--- src/rtl/rr_id_alloc_ctrl_pkg.sv ---
// Shared constants, FSM encoding and ring-pointer helpers for the rename
// id allocator. Depths need not be powers of two, so every wrap is an
// explicit compare-and-subtract.
package rr_id_alloc_ctrl_pkg;

  localparam int INSTR_COUNT_DEF = 2;
  localparam int C_NUM_DEF       = 4;
  localparam int K_DEF           = 8;
  localparam int REC_CYCLES_DEF  = 2;

  localparam int ROB_DEPTH = (C_NUM_DEF - 1) * K_DEF;
  localparam int RHT_DEPTH = C_NUM_DEF * K_DEF;
  localparam int ROB_ID_W  = $clog2(ROB_DEPTH);
  localparam int RHT_ID_W  = $clog2(RHT_DEPTH);

  typedef logic [0:0] rr_state_t;
  localparam rr_state_t ST_IDLE    = 1'b0;
  localparam rr_state_t ST_RECOVER = 1'b1;

  // ptr + n modulo depth; n never exceeds depth.
  function automatic int wrap_add(int ptr, int n, int depth);
    int s;
    s = ptr + n;
    if (s >= depth) s = s - depth;
    return s;
  endfunction

  // Distance walking forward from a to b around a ring of size depth.
  function automatic int ring_dist(int a, int b, int depth);
    int d;
    d = b - a;
    if (d < 0) d = d + depth;
    return d;
  endfunction

endpackage

--- src/rtl/rr_id_alloc_ctrl_id_ring_ctr.sv ---
// One circular id space: head/tail/count with group allocate, in-order
// commit and rollback to a surviving id. Instantiated for ROB and RHT.
module id_ring_ctr
  import rr_id_alloc_ctrl_pkg::*;
#(
  parameter  int DEPTH = 24,
  parameter  int N     = 2,
  localparam int W     = $clog2(DEPTH),
  localparam int CW    = $clog2(DEPTH + 1),
  localparam int NW    = $clog2(N + 1)
) (
  input  logic                clk,
  input  logic                rst_n,
  input  logic                alloc,
  input  logic [NW-1:0]       ncm,
  input  logic                rb_en,
  input  logic [W-1:0]        rb_id,
  output logic [N-1:0][W-1:0] ids,
  output logic [CW-1:0]       free
);

  logic [W-1:0]  head;
  logic [W-1:0]  tail;
  logic [CW-1:0] cnt;

  // Ids for the pending group are consecutive from tail.
  for (genvar g = 0; g < N; g++) begin : g_ids
    assign ids[g] = W'(wrap_add(int'(tail), g, DEPTH));
  end

  assign free = CW'(DEPTH - int'(cnt));

  // Pointer/count update; rollback wins over alloc (alloc is stalled then),
  // commits retire from the head in every case.
  always_ff @(posedge clk or negedge rst_n) begin
    if (!rst_n) begin
      head <= '0;
      tail <= '0;
      cnt  <= '0;
    end else begin
      head <= W'(wrap_add(int'(head), int'(ncm), DEPTH));
      if (rb_en) begin
        tail <= W'(wrap_add(int'(rb_id), 1, DEPTH));
        cnt  <= CW'(ring_dist(int'(head), int'(rb_id), DEPTH) + 1 - int'(ncm));
      end else begin
        if (alloc) tail <= W'(wrap_add(int'(tail), N, DEPTH));
        cnt <= CW'(int'(cnt) - int'(ncm) + (alloc ? N : 0));
      end
    end
  end

endmodule

--- src/rtl/rr_id_alloc_ctrl.sv ---
// Rename-stage id allocation and misprediction recovery sequencer.
// Hands out ROB/RHT ids per group, stalls the front end when either ring
// lacks room or a recovery is in flight, and rolls both rings back on rec_en.
module rr_id_alloc_ctrl
  import rr_id_alloc_ctrl_pkg::*;
#(
  parameter  int INSTR_COUNT = INSTR_COUNT_DEF,
  parameter  int C_NUM       = C_NUM_DEF,
  parameter  int K           = K_DEF,
  parameter  int REC_CYCLES  = REC_CYCLES_DEF,
  localparam int ROB_D       = (C_NUM - 1) * K,
  localparam int RHT_D       = C_NUM * K,
  localparam int ROB_W       = $clog2(ROB_D),
  localparam int RHT_W       = $clog2(RHT_D)
) (
  input  logic                          clk,
  input  logic                          rst_n,
  input  logic                          inst_en,
  output logic                          stall,
  output logic [INSTR_COUNT-1:0][ROB_W-1:0] alloc_rob_id,
  output logic [INSTR_COUNT-1:0][RHT_W-1:0] alloc_rht_id,
  input  logic [INSTR_COUNT-1:0]        commit_en,
  input  logic                          rec_en,
  input  logic [ROB_W-1:0]              rec_rob_id,
  input  logic [RHT_W-1:0]              rec_rht_id,
  output logic                          rec_busy,
  output logic                          wb_allow
);

  localparam int NW  = $clog2(INSTR_COUNT + 1);
  localparam int RCW = $clog2(REC_CYCLES + 1);

  rr_state_t                  state;
  logic [RCW-1:0]             rec_ctr;
  logic [NW-1:0]              ncm;
  logic                       accept;
  logic [$clog2(ROB_D+1)-1:0] rob_free;
  logic [$clog2(RHT_D+1)-1:0] rht_free;

  // Commits are thermometer coded, so the popcount is the retire count.
  always_comb begin
    ncm = '0;
    for (int i = 0; i < INSTR_COUNT; i++) ncm = ncm + NW'(commit_en[i]);
  end

  // Room check uses pre-commit counts; a same-cycle commit never unstalls.
  assign rec_busy = (state == ST_RECOVER);
  assign stall    = rec_en | rec_busy
                  | (int'(rob_free) < INSTR_COUNT)
                  | (int'(rht_free) < INSTR_COUNT);
  assign accept   = inst_en & ~stall;
  assign wb_allow = ~(rec_en | rec_busy);

  id_ring_ctr #(.DEPTH(ROB_D), .N(INSTR_COUNT)) u_rob (
    .clk   (clk),
    .rst_n (rst_n),
    .alloc (accept),
    .ncm   (ncm),
    .rb_en (rec_en),
    .rb_id (rec_rob_id),
    .ids   (alloc_rob_id),
    .free  (rob_free)
  );

  id_ring_ctr #(.DEPTH(RHT_D), .N(INSTR_COUNT)) u_rht (
    .clk   (clk),
    .rst_n (rst_n),
    .alloc (accept),
    .ncm   (ncm),
    .rb_en (rec_en),
    .rb_id (rec_rht_id),
    .ids   (alloc_rht_id),
    .free  (rht_free)
  );

  // Recovery sequencer: each rec_en (re)starts a REC_CYCLES busy window.
  always_ff @(posedge clk or negedge rst_n) begin
    if (!rst_n) begin
      state   <= ST_IDLE;
      rec_ctr <= '0;
    end else if (rec_en) begin
      state   <= ST_RECOVER;
      rec_ctr <= RCW'(REC_CYCLES - 1);
    end else if (state == ST_RECOVER) begin
      if (rec_ctr == '0) state <= ST_IDLE;
      else               rec_ctr <= rec_ctr - 1'b1;
    end
  end

endmodule

--- config.mk ---
export PLATFORM = sky130hd
export DESIGN_NAME = rr_id_alloc_ctrl
export DESIGN_NICKNAME = d
export VERILOG_FILES = /design/src/rtl/rr_id_alloc_ctrl_pkg.sv /design/src/rtl/rr_id_alloc_ctrl_id_ring_ctr.sv /design/src/rtl/rr_id_alloc_ctrl.sv
export SDC_FILE = /design/constraint.sdc
export NUM_CORES = 1
export LEC_CHECK = 0
export CORE_MARGIN = 5
export CORE_UTILIZATION = 50
export CTS_CLUSTER_DIAMETER = 50
export DETAILED_ROUTE_END_ITERATION = 8
export GPL_TIMING_DRIVEN = 0
export PLACE_DENSITY = 0.82
export SLEW_MARGIN = 0
export SYNTH_ARGS = -nofsm -noshare
export SYNTH_HDL_FRONTEND = slang
export SYNTH_SLANG_ARGS = --single-unit
export TNS_END_PERCENT = 10
--- constraint.sdc ---
create_clock -name clk -period 4 [get_ports clk]
set_clock_uncertainty 0.2 [all_clocks]
set_input_delay 0.8 -clock clk [delete_from_list [all_inputs] [get_ports clk]]
set_output_delay 0.8 -clock clk [all_outputs]
set_load 0.02 [all_outputs]
After elaboration in Yosys (flattened, before gate mapping)
Index checks and enable logic that the tools add are counted.
Storage, ports and cells
  register bits after elaboration: 34
  input port bits: 16
  output and inout port bits: 23
  word-level logic and storage cells: 94
Operators by class
  $add $sub $neg: 34
  order comparisons: 14
  eq/ne operators: 1
  mux-type cells: 27
  bitwise operators: 6
  reductions and logical operators: 4
Operators by type and width (number)
  two-way mux 5 bit: 17
  subtractor 5 x 1 -> 5 bit, second input constant: 5
  adder 5 x 1 -> 6 bit, second input constant: 4
  >= comparator 6 x 5 -> 1 bit, second input constant: 4
  >= comparator 6 bit, second input constant: 4
  subtractor 5 x 4 -> 5 bit, second input constant: 4
  two-way mux 6 bit: 3
  adder 5 x 2 -> 6 bit: 2
  adder 5 x 2 -> 6 bit, second input constant: 2
  < comparator 6 x 1 -> 1 bit, second input constant: 2
  subtractor 5 x 5 -> 6 bit: 2
  two-way mux 2 bit: 4
  adder 6 x 2 -> 6 bit, second input constant: 1
  adder 6 x 3 -> 6 bit: 1
  adder 6 bit, second input constant: 1
  >= comparator 5 x 6 -> 1 bit, second input constant: 1
  < comparator 6 x 2 -> 1 bit, second input constant: 1
  subtractor 6 x 2 -> 6 bit: 1
  subtractor 6 x 3 -> 6 bit: 1
  subtractor 6 bit, first input constant: 1
  adder 5 x 2 -> 5 bit, second input constant: 1
  adder 5 x 4 -> 5 bit, second input constant: 1
  adder 5 bit: 1
  >= comparator 5 bit, second input constant: 1
  15 further kinds: 21

Longest topological paths before layout
  depth in word-level cells: 9
  mapped depth: 17
  gate-level depth less buffers: 16

Modules after synthesis
From an unflattened synthesis, not the netlist that was laid out.
Second synthesis, totals
  cells, all modules: 369
  area total of the unflattened synthesis: 3311.9 um^2
Modules (own cells, without submodules)
  id_ring_ctr at u_rob: times used 1, cells each 188, area an instance 1640.3 um^2, sequential area each 375.4 um^2
  id_ring_ctr at u_rht: times used 1, cells each 162, area an instance 1476.4 um^2, sequential area each 400.4 um^2
  rr_id_alloc_ctrl: times used 1, cells each 19, area an instance 195.2 um^2, sequential area each 75.1 um^2

Worst setup path before layout
OpenSTA, ideal clock, no wires.
  kind: input-to-reg
  from: input rec_en
  to: register u_rht.cnt[5]
  setup time: 139 ps
  data arrival time: 3531 ps
  data required time: 3661 ps
  path slack: 130 ps
  stages: 15
  path buffers: 2
  cells stage by stage: clkbuf_1 > nor2_1 > o311ai_2 > or2_1 > buf_4 > fa_1 > inv_1 > ha_1 > inv_1 > fa_1 > o21bai_1 > a21oi_1 > xnor2_1 > nand2_1 > o21ai_0
On the way
  cells in the longest elaborated chain, start to end: 8
Ends and longest elaborated chain
  from (decl): RTL line rr_id_alloc_ctrl.sv:23  | input logic rec_en,
  bitwise OR 1 bit: RTL line rr_id_alloc_ctrl.sv:48  | assign stall = rec_en | rec_busy
  bitwise OR 1 bit: RTL line rr_id_alloc_ctrl.sv:49  | | (int'(rob_free) < INSTR_COUNT)
  bitwise OR 1 bit: RTL line rr_id_alloc_ctrl.sv:50  | | (int'(rht_free) < INSTR_COUNT);
  NOT 1 bit: RTL line rr_id_alloc_ctrl.sv:51  | assign accept = inst_en & ~stall;
  bitwise AND 1 bit: RTL line rr_id_alloc_ctrl.sv:51
  two-way mux 2 bit: RTL line rr_id_alloc_ctrl_id_ring_ctr.sv:47  | cnt <= CW'(int'(cnt) - int'(ncm) + (alloc ? N : 0));
  adder 6 x 3 -> 6 bit: RTL line rr_id_alloc_ctrl_id_ring_ctr.sv:47
  two-way mux 6 bit (*): RTL line rr_id_alloc_ctrl_id_ring_ctr.sv:42  | if (rb_en) begin
  to (signal assigned): RTL line rr_id_alloc_ctrl_id_ring_ctr.sv:44  | cnt <= CW'(ring_dist(int'(head), int'(rb_id), DEPTH) + 1 - int'(ncm));
  to (signal assigned): RTL line rr_id_alloc_ctrl_id_ring_ctr.sv:47
  to (decl): RTL line rr_id_alloc_ctrl_id_ring_ctr.sv:24  | logic [CW-1:0] cnt;
Mark *: on every way between the ends. The rest lies on a longest branch, timed or not.
A chain may end at the register's enable or synchronous reset.

Worst setup path after layout
  from: register u_rob.cnt[2]
  to: register u_rht.cnt[5]
On the way
  cells in the longest elaborated chain, start to end: 9
Ends and longest elaborated chain
  from (decl): RTL line rr_id_alloc_ctrl_id_ring_ctr.sv:24
  from (signal assigned): RTL line rr_id_alloc_ctrl_id_ring_ctr.sv:44
  from (signal assigned): RTL line rr_id_alloc_ctrl_id_ring_ctr.sv:47
  subtractor 5 bit: RTL line rr_id_alloc_ctrl_id_ring_ctr.sv:31  | assign free = CW'(DEPTH - int'(cnt));
  < comparator 5 x 2 -> 1 bit: RTL line rr_id_alloc_ctrl.sv:49
  bitwise OR 1 bit: RTL line rr_id_alloc_ctrl.sv:49
  bitwise OR 1 bit: RTL line rr_id_alloc_ctrl.sv:50
  NOT 1 bit: RTL line rr_id_alloc_ctrl.sv:51
  bitwise AND 1 bit: RTL line rr_id_alloc_ctrl.sv:51
  two-way mux 2 bit: RTL line rr_id_alloc_ctrl_id_ring_ctr.sv:47
  adder 6 x 3 -> 6 bit: RTL line rr_id_alloc_ctrl_id_ring_ctr.sv:47
  two-way mux 6 bit: RTL line rr_id_alloc_ctrl_id_ring_ctr.sv:42
Every way passes these cells.

==> impl_metrics.env <==
export IMPL_outcome="completed"
export IMPL_ctsHtreeMaxLevel=2
export IMPL_place_ws_ns=-0.261
export IMPL_worst_slew_pin_slew_ns=0.804
export IMPL_avgRoutedWirePerCell_microns=14.3
export IMPL_nets=477
export IMPL_dpl_cell_area_sq_mm=0.00373
export IMPL_finalNonFillerCells=479
export IMPL_syn_inst=354
export IMPL_synth_enable_flop_cells=0
export IMPL_die_area_sq_mm=0.00825
export IMPL_finalInstanceArea_sq_mm=0.00388
export IMPL_setup_viol=0
export IMPL_ios=39
export IMPL_critical_path_required_ns=3.95
export IMPL_crit_path_top_delay_cell="dfrtp_1"
export IMPL_crit_arrival_ns=3.77
export IMPL_ys_ff_latch=34
export IMPL_routabilityCongestion=0.784
export IMPL_fp_coreArea_sq_mm=0.00635
export IMPL_clockBufferDepth=2
export IMPL_p_total_mw=2.89
export IMPL_critical_path_max_stage_delay_ns=0.46
export IMPL_die_x_microns=90.8
export IMPL_synth_ff_type="dfrtp_1"
export IMPL_initialDrtViolationCount=91
export IMPL_hold_viol_final=0
export IMPL_cp_max_fo=10
export IMPL_numCtsBuffers=5
export IMPL_grt_most_used_layer="met2"
export IMPL_met3_usage_pct=2.75
export IMPL_crit_chain="nor3_1, o211ai_1, a211oi_4, or2_1, buf_4, fa_1, inv_1, ha_1, inv_1, fa_1, o21bai_1, a21oi_1, xnor2_1, nand2_1, o21ai_0"
export IMPL_synth_yosys_seq_area_share_pct=26.0
export IMPL_cp_start_kind="register"
export IMPL_power_density_mw_per_mm2=746
export IMPL_period_share_pct=95.5
export IMPL_timing_hold_ws_ns=0.283
export IMPL_num_antenna_cells=0
export IMPL_fmaxAchievable_mhz=262
export IMPL_finalWirelength_mm=6.84
export IMPL_use_met2_pct=30.3
export IMPL_antenna_left=0
export IMPL_root_buffer="clkbuf_8"
export IMPL_synth_area_sq_mm=0.00327
export IMPL_endpoint_kind="register"
export IMPL_io_buffers=37
export IMPL_worst_slack_ns=0.181
export IMPL_synth_area_per_cell_sq_um=9.23
export IMPL_drc_errors=0
export IMPL_syn2layout_area_growth_pct=18.7
export IMPL_grt_max_degree=35
export IMPL_initial_core_util_pct=51.5
export IMPL_grt_pass1_vias=2576
export IMPL_path_class="register to register"
export IMPL_vias_per_cell=5.44
export IMPL_p_leak_nw=1.85
export IMPL_grt_ovfl_total=0
export IMPL_antenna_found_initial=0
export IMPL_rows=29
export IMPL_async_flop_share_pct=100
export IMPL_rsz0062_at_grt="true"
export IMPL_syn_nets=430
export IMPL_slew_headroom_pct=46.4
export IMPL_clock_sinks=34
export IMPL_cts_hold_buf=0
export IMPL_synth_cell_types=55
export IMPL_clk_pin_slew_ns=0.08
export IMPL_drt_first_pass_iters=4
export IMPL_dpl_cell_count=468
export IMPL_cts_tree="done"
export IMPL_holdCritPathClass="register to register"
export IMPL_fin_crit_ns=3.82
export IMPL_die_y_microns=90.8
export IMPL_yosysWarnings=0
export IMPL_dp_hpwl_mm=5.27
export IMPL_drive_above_1_share_pct=6.22
export IMPL_grt_use_met1_pct=20.1
export IMPL_insertion_delay_ns=0.30
export IMPL_grt_use_total_pct=16.6
export IMPL_num_vias=2604
export IMPL_fillers=540
export IMPL_max_vdd_ir_drop_mv=0.369
export IMPL_maxCapViolations=0
export IMPL_slew_violations=0
export IMPL_grt_pass1_wl_mm=11.5
[per-stage QoR]
| step | utilization, % | setup TNS [ns] |
|---|---|---|
| 2_1_floorplan | - | 0 |
| 3_3_place_gp | 58.8 | -0.203 |
| 3_5_place_dp | 58.7 | -0.271 |
| 4_1_cts | 60.7 | 0 |
| 5_1_grt | 61.1 | -0.0304 |
| 6_report | 61.1 | 0 |
[power breakdown]
part / internal (mW) / switching (mW) / total [mW] / leakage, nW
Clock: 0.185 / 0.146 / 0.331 / 0.0504
Combinational: 0.930 / 1.00 / 1.93 / 1.40
Sequential: 0.491 / 0.139 / 0.630 / 0.401
[synthesized netlist by cell type (all sizes together) (7+ instances only)]
library cell  count  area (sq um)
ha               50           626
a21o             11          82.6
o21ai            11          55.1
fa               10           200
nand3             9          45.0
a21oi            19          95.1
inv              54           203
clkbuf            7          26.3
xor2             16           140
nor2             13          48.8
nand2            19          71.3
xnor2            19           166
dfrtp            34           851
[timing repair]
item | 4_1_cts | 5_1_grt
pin swaps | 0 | 1
endpoints found under the setup margin | 1 | 2
setup buffers | 0 | 3
resized for setup | 1 | 2
[layout by cell type, fill, tap and decap left out, drive strengths merged, types with 12 or more instances in the layout]
master	n
nor2	13
xnor2	19
nand2	19
dfrtp	34
xor2	16
a21oi	19
ha	50
clkbuf	12
clkdlybuf4s50	35
inv	54
[final timing paths]
check	start	endpoint	slack, ns	depth (start not counted)
worst min register to register	u_rht.head[2]	u_rht.head[2]	0.28	1
worst min-delay path	u_rht.head[2]	u_rht.head[2]	0.28	1
worst max register to register	u_rob.cnt[2]	u_rht.cnt[5]	0.18	15
min in group asynchronous	rst_n	u_rht.head[3]	0.39	1
worst max-delay path	u_rob.cnt[2]	u_rht.cnt[5]	0.18	15
max in group asynchronous	rst_n	u_rht.cnt[2]	2.65	1
[cell type report]
cell class | instances | area [sq um] | share of cell area [%]
multi-input combinational | 253 | 2160 | 55.7
sequential | 34 | 852 | 22.0
timing repair buffer | 40 | 390 | 10.1
inverter | 54 | 203 | 5.22
tap | 77 | 96.3 | 2.48
clock buffer | 5 | 68.8 | 1.77
buffer | 13 | 63.8 | 1.64
clock inverter | 3 | 45.0 | 1.16
[state kept, by name (all words and copies together), names as in the netlist]
name        flops
u_rob.cnt       5
u_rht.head      5
u_rht.tail      5
u_rht.cnt       6
u_rob.tail      5
rec_ctr         2
rec_busy        1
u_rob.head      5
[per-layer routing]
layer  wire (microns)  share of wire [%]
met4               70                1.0
met3              282                4.1
met2             3540                 52
met5                0                  0
met1             2950                 43
[cells by family (layout without fill, tap and decap cells)]
family / Yosys count / in the layout / share of synthesized area (%)
xor+xnor: 36 / 36 / 10.1
simple gates: 78 / 78 / 12.7
buf+inv: 67 / 115 / 8.15
fa+ha+maj: 60 / 60 / 25.3
mux: 6 / 6 / 1.95
flops: 34 / 34 / 26.0
compound gates: 73 / 73 / 15.9
[worst max-delay path, delay by kind of cell (launching register included)]
kind	cells	cell delay, ns
flip-flops	1	0.46
buffers and inverters	3	0.30
AND/OR/NAND/NOR	3	0.56
AO/OA/AOI/OAI	5	1.03
adder cells (fa/ha/maj)	3	1.00
XOR/XNOR	1	0.13
(Power assumes the default switching activity.)
